File: config.mk
export PLATFORM = sky130hd
export DESIGN_NAME = serial_sub
export DESIGN_NICKNAME = d
export VERILOG_FILES = /design/src/rtl/serial_sub_pkg.sv /design/src/rtl/serial_sub_full_sub_cell.sv /design/src/rtl/serial_sub.sv
export SDC_FILE = /design/constraint.sdc
export NUM_CORES = 1
export LEC_CHECK = 0
export ABC_CLOCK_PERIOD_IN_PS = 2600
export CAP_MARGIN = 20
export CORE_UTILIZATION = 40
export DETAILED_ROUTE_END_ITERATION = 7
export DONT_BUFFER_PORTS = 1
export SYNTH_ARGS = -nofsm -noshare
export SYNTH_HDL_FRONTEND = slang
export SYNTH_HIERARCHICAL = 1
export SYNTH_SLANG_ARGS = --single-unit
File: constraint.sdc
create_clock -name clk -period 2.6 [get_ports clk]
set_input_delay 0.39 -clock clk [delete_from_list [all_inputs] [get_ports clk]]
set_output_delay 0.39 -clock clk [all_outputs]
set_load 0.05 [all_outputs]
File: src/rtl/serial_sub_pkg.sv
// Shared definitions for the bit-serial subtractor: FSM state encoding,
// the default operand width and a helper that sizes the bit counter.
package serial_sub_pkg;

    // Operand width used when the parent does not override N.
    localparam int SERIAL_SUB_DEFAULT_N = 8;

    // Controller states. The encodings are fixed so that waveforms and
    // any external decode of the state stay stable across revisions.
    typedef enum logic [1:0] {
        IDLE = 2'd0,
        RUN  = 2'd1,
        DONE = 2'd2
    } state_t;

    // Bits needed to count from 0 up to n without wrapping.
    function automatic int cnt_width(input int n);
        return $clog2(n + 1);
    endfunction

endpackage

File: src/rtl/serial_sub_full_sub_cell.sv
// One-bit full subtractor used by serial_sub: computes x - y - bin,
// giving the difference bit d and the borrow out bo.
module full_sub_cell (
    input  logic x,
    input  logic y,
    input  logic bin,
    output logic d,
    output logic bo
);

    // Difference is the three-way parity; a borrow is needed when y
    // exceeds x, or when x equals y and a borrow is already pending.
    always_comb begin
        d  = x ^ y ^ bin;
        bo = (~x & y) | (~(x ^ y) & bin);
    end

endmodule

File: src/rtl/serial_sub.sv
// Bit-serial subtractor: computes a - b one bit per clock, LSB first,
// using a single full_sub_cell and a borrow flop. A start accepted at
// edge t produces a one-cycle done pulse in the cycle after edge t+N.
// Optional feature: define SERIAL_SUB_OVF_EN to add the signed-overflow
// output ovf; without it the port and its logic are absent.
module serial_sub
    import serial_sub_pkg::*;
#(
    parameter int N = SERIAL_SUB_DEFAULT_N
) (
    input  logic         clk,
    input  logic         rst,
    input  logic         start,
    input  logic [N-1:0] a,
    input  logic [N-1:0] b,
    output logic         busy,
    output logic         done,
    output logic [N-1:0] diff,
    output logic         bout
`ifdef SERIAL_SUB_OVF_EN
    ,
    output logic         ovf
`endif
);

    localparam int CW = cnt_width(N);

    state_t          state;
    state_t          state_next;
    logic            accept;
    logic            last_bit;
    logic [N-1:0]    a_sh;
    logic [N-1:0]    b_sh;
    logic [N-1:0]    res;
    logic            br;
    logic [CW-1:0]   cnt;
    logic            cell_d;
    logic            cell_bo;

    // The operand shift registers present their current LSB to the cell;
    // the borrow flop closes the loop from one bit to the next.
    full_sub_cell u_cell (
        .x   (a_sh[0]),
        .y   (b_sh[0]),
        .bin (br),
        .d   (cell_d),
        .bo  (cell_bo)
    );

    // Controller state register; reset wins over any pending start.
    always_ff @(posedge clk) begin
        if (rst) begin
            state <= IDLE;
        end else begin
            state <= state_next;
        end
    end

    // Next-state decode plus the busy/done status, which are pure
    // functions of the current state. A start is only honoured from
    // IDLE or DONE, so a start during RUN leaves the operation alone.
    always_comb begin
        state_next = state;
        accept     = 1'b0;
        busy       = 1'b0;
        done       = 1'b0;
        last_bit   = (cnt == CW'(N - 1));
        case (state)
            IDLE: begin
                if (start) begin
                    accept     = 1'b1;
                    state_next = RUN;
                end
            end
            RUN: begin
                busy = 1'b1;
                if (last_bit) begin
                    state_next = DONE;
                end
            end
            DONE: begin
                done = 1'b1;
                if (start) begin
                    accept     = 1'b1;
                    state_next = RUN;
                end else begin
                    state_next = IDLE;
                end
            end
            default: begin
                state_next = IDLE;
            end
        endcase
    end

    // Datapath: capture operands on an accepted start, then shift one
    // bit per RUN cycle, building the result from the MSB end so that
    // after N cycles bit 0 of the result sits at bit 0. The visible
    // outputs are loaded only on the final bit, i.e. on entry to DONE,
    // and otherwise hold their last value.
    always_ff @(posedge clk) begin
        if (rst) begin
            a_sh <= '0;
            b_sh <= '0;
            res  <= '0;
            br   <= 1'b0;
            cnt  <= '0;
            diff <= '0;
            bout <= 1'b0;
        end else if (accept) begin
            a_sh <= a;
            b_sh <= b;
            res  <= '0;
            br   <= 1'b0;
            cnt  <= '0;
        end else if (state == RUN) begin
            a_sh <= a_sh >> 1;
            b_sh <= b_sh >> 1;
            res  <= {cell_d, res[N-1:1]};
            br   <= cell_bo;
            if (last_bit) begin
                diff <= {cell_d, res[N-1:1]};
                bout <= cell_bo;
            end else begin
                cnt <= cnt + 1'b1;
            end
        end
    end

`ifdef SERIAL_SUB_OVF_EN
    // Signed overflow: on the final bit the cell sees the operand sign
    // bits and produces the result sign bit, so the overflow test can be
    // formed directly from the cell's inputs and difference output.
    always_ff @(posedge clk) begin
        if (rst) begin
            ovf <= 1'b0;
        end else if (state == RUN && last_bit && !accept) begin
            ovf <= (a_sh[0] ^ b_sh[0]) & (a_sh[0] ^ cell_d);
        end
    end
`endif

endmodule
==> summary.md, run 1 <==
| Metric | Value |
|---|---|
| Ant. Diodes | 0 |
| Synth Area in Simple Gates | 21.6% |
| Syn Area/Cell | 8.56 sq um |
| Clock sink count | 39 |
| Post-cts gate resize count | 0 |
| Post-Place Cells | 224 |
| Setup Buffers After CTS | 0 |
| Core ar. | 3720 sq um |
| Initial antenna violation count | 0 |
| Clock root cell | clkbuf_8 |
| DIE AREA | 4190 sq um |
| Final non-filler cell total | 232 |
| Avg WL per Cell | 13.7 um |
| FP Rows | 22 |
| Crit path time final | 1.65 ns |
| Critical Path Sink Type | primary output |
| Hold depth | 1 |
| Period utilization | 63.4% |
| Syn Nets | 205 |
| Post-synthesis xor/xnor area fraction | 0% |
| Fillers | 387 |
| Vias in the first global route | 1,274 |
| Setup slack after layout | 0.952 ns |
| Iter 0 DRT Violations | 47 |
| CTS Buf Count | 5 |
| Peak supply drop | 0.000352 V |
| Synth cell types | 28 |
| Synthesis-to-layout area growth | 7.15% |
| GR Util met3 | 7.22% |
| Hold Path Class | in -> reg |
| Vias/cell | 5.47 |
| Flops & latches, synth | 39 |
| I/O Buffers | 0 |
| Status | finished clean |
| Final Hold Vio Count | 0 |
| DRT Pass-1 Iters | 4 |
| CP Launch Type | flip-flop |
| Gr ovfl total | 0 |
| Met2 Track Usage GR | 30.2% |
| FFs w/ async S/R, synth | 0% |
| Post-route cell area | 1690 sq um |
| Max H-tree Level | 2 |
| Synth area leaders | dfxtp_1, nand2_1, mux2i_1 |
| Area occupied by multi-input gates | 709 sq um |
| Slew @ Worst Pin | 0.667 ns |
| Final WL | 3190 um |
| GP Congestion | 0.727 |
| Residual DRC | 0 |
| CTS tree | yes |
| Mux share of post-synthesis cell area | 8.26% |
| Reg clk slew, reported paths | 0.07 ns |
| Mapped cell area | 1580 sq um |
| Data arrival, critical path | 1.26 ns |
| Max FO, Critical Path | 27 |
| Largest family of logic cells by synthesized area | simple AND/OR/NAND/NOR gates |
| Most Crowded Layer GR | met2 |
| DP HPWL | 2140 um |
| Static leakage | 0.569 nW |
| First-pass GRT wire length | 5520 um |
| RSZ-0062 raised after global routing | false |
| Synth cell count leaders | nand2_1, dfxtp_1, nor3_1 |
| Cts hold-fix bufs | 0 |
| Antenna Nets Post-Route | 0 |
| Dominant cell type by area after synthesis | dfxtp_1 |
| Ys flop type | dfxtp_1 |
| Synth Area in Adders | 2.07% |
| Synth warn | 6 |
| Clock Tree Buf Depth | 2 |
| Top-area cell type share of the netlist area | 49.6% |
| Fin nets | 204 |
| Most frequent cell after synthesis | nand2_1 |
| Met1 GRT Util | 18.6% |
| Worst r2r path cells | 4 |
| Pins Over Slew Limit | 0 |
| Ports | 30 |
| Crit Path Category | reg -> out |
| Largest net degree at the start of global routing | 29 |
| Routed via count | 1,270 |
| Slew HR | 55.5% |
| Mapped Cells | 184 |
| Max_cap viols | 0 |
| Compound-Gate Fraction of Synth Area | 13.1% |
| Initial Utilization | 42.4% |
| Setup TNS Final | 0 ns |
| Post-placement cell area | 1610 sq um |
| Required @ worst endpoint | 2.21 ns |
| Post-synth EDFFs | 0 |
| Clk_lat worst skew | 0.29 ns |
| Setup violators final | 0 |
| Die W | 64.8 um |
| Maximum clock frequency | 607 MHz |
| Register area | 781 sq um |
| Dpl ws | 1.08 ns |
| Pwr dens | 674 nW/um^2 |
| Share of cells above drive strength 1 | 8.15% |
| Register area share after synthesis | 49.6% |
| Vert. Die Dim | 64.8 um |
| Clock skew | 0.00429 ns |
| Total GRT Usage | 17.6% |
[cell families (layout without fill, tap and decap cells)]
family | after synthesis | count (layout)
muxes | 13 | 13
adders and majority gates | 2 | 2
AOI/OAI and AO/OA | 35 | 35
DFF | 39 | 39
buffers and inverters | 18 | 18
and+or+nand+nor | 77 | 77
[worst paths after layout]
path / start / endpoint / slack [ns]
worst min register to register: res[1]$_SDFFE_PP0P_ / res[1]$_SDFFE_PP0P_ / 0.46
worst max register to register: state[1]$_SDFFE_PP0P_ / cnt[0]$_SDFFE_PP0P_ / 1.07
worst min-delay path: rst / a_sh[0]$_SDFFE_PP0P_ / 0.16
worst max-delay path: state[1]$_SDFFE_PP0P_ / busy / 0.95
[registers in the layout, summed over array words and instances (netlist names)]
register  count
diff          8
cnt           4
br            1
state         2
bout          1
res           7
b_sh          8
a_sh          8
[metrics by stage]
stage,util [%],hold WS [ns],power (mW)
finish,45.4,0.163,1.14
floorplan,-,0.436,0.747
CTS,45.4,0.156,1.15
global route,45.4,0.143,1.20
global placement,43.2,0.445,0.762
detailed placement,43.2,0.457,0.766
[metal layers]
layer / wire length, um / vias up
met1: 1420 / 592
met5: 0 / -
met3: 198 / 10
met2: 1500 / 37
met4: 70 / 0
li1: - / 631
[power by group]
| group | switching (mW) | internal (mW) |
|---|---|---|
| logic | 0.0735 | 0.0392 |
| clock network | 0.197 | 0.188 |
| registers | 0.0156 | 0.624 |
[worst max-delay path, stage by stage, from the launching register on]
cell and delay [ns]:
dfxtp_1 0.30, nand2b_1 0.16, inv_2 0.50
[cell usage in the layout, fill, tap and decap left out, drive strengths merged, types with 5 or more instances in the layout]
master	count
mux2i	13
o22ai	7
inv	5
clkbuf	7
dfxtp	39
a31oi	5
a21oi	12
nand3	6
nand2	46
o21ai	6
buf	5
nor3	17
[area by class of cell]
type                       count  area share, %
clock buffer                   7           4.52
tap                           48           3.56
timing repair buffer           5           2.22
sequential                    39           46.3
inverter                       5           1.11
clock inverter                 1          0.297
multi-input combinational    127           42.0
No activity file was read; power rests on OpenSTA's default activity.
==> run 2: changes to the inputs <==
- ABC_CLOCK_PERIOD_IN_PS: 2600 -> 1400
- clock period: 2.6 -> 1.4 ns (I/O delays scaled with it)
==> run 2 against run 1 <==
Against the previous run: routed wire length increased by 9.2%; total power increased by 91%; core utilization increased by 4.3 points; sequential cell count unchanged; critical path type is now reg -> reg; non-clock buffer count increased by 15; final cell count increased by 6.5%; critical endpoint is now diff[6]$_SDFFE_PP0P_; via count increased by 4.0%; die area unchanged; sequential power increased by 86%.
==> summary.md, run 2 (synthesis results as in run 1) <==
| Metric | Value |
|---|---|
| Max_cap viols | 0 (unchanged) |
| DP HPWL | 2340 um (+9.3%) |
| Vert. Die Dim | 64.8 um (unchanged) |
| Total power | 2.18 mW (+91%) |
| Slew @ Worst Pin | 0.514 ns (-0.153 ns) |
| Largest net degree at the start of global routing | 23 (-21%) |
| Iter 0 DRT Violations | 42 (-11%) |
| Max H-tree Level | 2 (unchanged) |
| Slew HR | 65.7% (+10 points) |
| Ports | 30 (unchanged) |
| Final Hold Vio Count | 0 (unchanged) |
| Static leakage | 0.649 nW (+14%) |
| Worst hold slack | 0.111 ns (-0.0522 ns) |
| CP max stage delay | 0.37 ns (-0.13 ns) |
| Synthesis-to-layout area growth | 17.2% |
| DRT Pass-1 Iters | 4 (unchanged) |
| Antenna Nets Post-Route | 0 (unchanged) |
| Most frequent cells in the layout | nand2_1, dfxtp_1, nor3_1 |
| Routed via count | 1,321 (+4.0%) |
| Maximum clock frequency | 757 MHz |
| Crit path time final | 1.32 ns |
| Residual DRC | 0 (unchanged) |
| Pwr dens | 1180 nW/um^2 (+75%) |
| CP Launch Type | flip-flop |
| Period utilization | 94.3% |
| Hold Path Class | in -> reg |
| Clk_lat worst skew | 0.29 ns (about the same) |
| Post-placement cell area | 1690 sq um (+5.5%) |
| Die W | 64.8 um (unchanged) |
| Gr ovfl total | 0 (unchanged) |
| Post-route cell area | 1850 sq um (+9.4%) |
| Initial Utilization | 42.4% (unchanged) |
| Reg clk slew, reported paths | 0.07 ns (about the same) |
| Vias/cell | 5.35 (-2.3%) |
| Data arrival, critical path | 1.54 ns (+0.28 ns) |
| GP Congestion | 0.761 (+4.6%) |
| Setup violators final | 0 (unchanged) |
| FP Rows | 22 (unchanged) |
| Most common cell after layout, fill and taps aside | nand2_1 |
| Largest regs | a_sh: 8 flops, b_sh: 8 flops, diff: 8 flops |
| First-pass GRT wire length | 5710 um (+3.4%) |
| Ant. Diodes | 0 (unchanged) |
| Peak supply drop | 0.000598 V (+70%) |
| Crit-path cells | ha_2 > nand2_2 > nor3_4 > buf_4 > mux2i_1 |
| Pins Over Slew Limit | 0 (unchanged) |
| Clock root cell | clkbuf_8 |
| Required @ worst endpoint | 1.62 ns (-0.59 ns) |
| RSZ-0062 raised after global routing | true |
| Share of cells above drive strength 1 | 16.1% (+7.9 points) |
| Avg WL per Cell | 14.1 um (+2.6%) |
| Clock skew | 0.00690 ns (+0.00261 ns) |
| Critical Path Sink Type | flip-flop |
| CTS tree | yes |
| Clock sink count | 39 (unchanged) |
| Initial antenna violation count | 0 (unchanged) |
| Vias in the first global route | 1,280 (+0.47%) |
| I/O Buffers | 0 (unchanged) |
| Core ar. | 3720 sq um (unchanged) |
| Max FO, Critical Path | 5 (-81%) |
| Clock Tree Buf Depth | 2 (unchanged) |
| Crit Path Category | reg -> reg |
| Total GRT Usage | 18.1% (+0.48 points) |
| Status | finished clean |
| DIE AREA | 4190 sq um (unchanged) |
| Final WL | 3480 um (+9.2%) |
| Fin nets | 219 (+7.4%) |
| CTS Buf Count | 5 (unchanged) |
| Slowest cell on crit path | dfxtp_1 |
==> run 2: per-stage QoR <==
step                std cells  utilization, %  setup WS, ns  TNS [ns]
floorplan                 184               -         0.148         0
global placement          234            45.6         0.151         0
detailed placement        234            45.6        0.0646         0
CTS                       245            48.7        0.0152         0
global route              247            49.7       -0.0274   -0.0876
finish                    247            49.7        0.0794         0
==> run 2: routing by layer <==
metal	vias to the layer above	global-route usage, %	wire [um]
li1	658	-	-
met1	624	21.2	1580
met2	31	29.6	1670
met3	8	5.81	168
met4	0	8.61	61
met5	-	0	0
==> run 2: where the power goes <==
group	internal, mW	total [mW]	switching (mW)	leakage, nW
combinational	0.107	0.260	0.153	0.289
sequential	1.16	1.19	0.0295	0.318
clock	0.350	0.729	0.379	0.0422
total	1.61	2.18	0.562	0.649
==> run 2: final timing paths <==
| check | startpoint | to | slack, ns | cells after the start |
|---|---|---|---|---|
| worst max-delay path | cnt[0]$_SDFFE_PP0P_ | diff[6]$_SDFFE_PP0P_ | 0.08 | 5 |
| worst min register to register | res[1]$_SDFFE_PP0P_ | diff[0]$_SDFFE_PP0P_ | 0.46 | 2 |
| worst max register to register | cnt[0]$_SDFFE_PP0P_ | diff[6]$_SDFFE_PP0P_ | 0.08 | 5 |
| worst min-delay path | rst | cnt[0]$_SDFFE_PP0P_ | 0.11 | 2 |
==> run 2: final cells by class <==
class                           instances  area, sq um
Clock inverter                          1         5.00
Sequential cell                        39          781
Fill cell                             363         1870
Tap cell                               48         60.1
Inverter                                5         18.8
Multi-Input combinational cell        127          733
Clock buffer                            7         76.3
Timing Repair Buffer                   20          173
==> run 2: worst max-delay path, delay by kind of cell, from the launching register on <==
family	cells	cell delay, ns
muxes	1	0.20
and+or+nand+nor	2	0.28
buffers and inverters	1	0.19
adders and majority gates	1	0.22
DFF	1	0.37
==> run 2: repair_timing <==
item                                    4_1_cts  5_1_grt
hold buffers                                  1        1
buffers inserted                              2        0
hold endpoints to repair                     11        1
resized for setup                             2        7
pin swaps                                     0        1
endpoints found under the setup margin        1       19
cloned                                        0        1
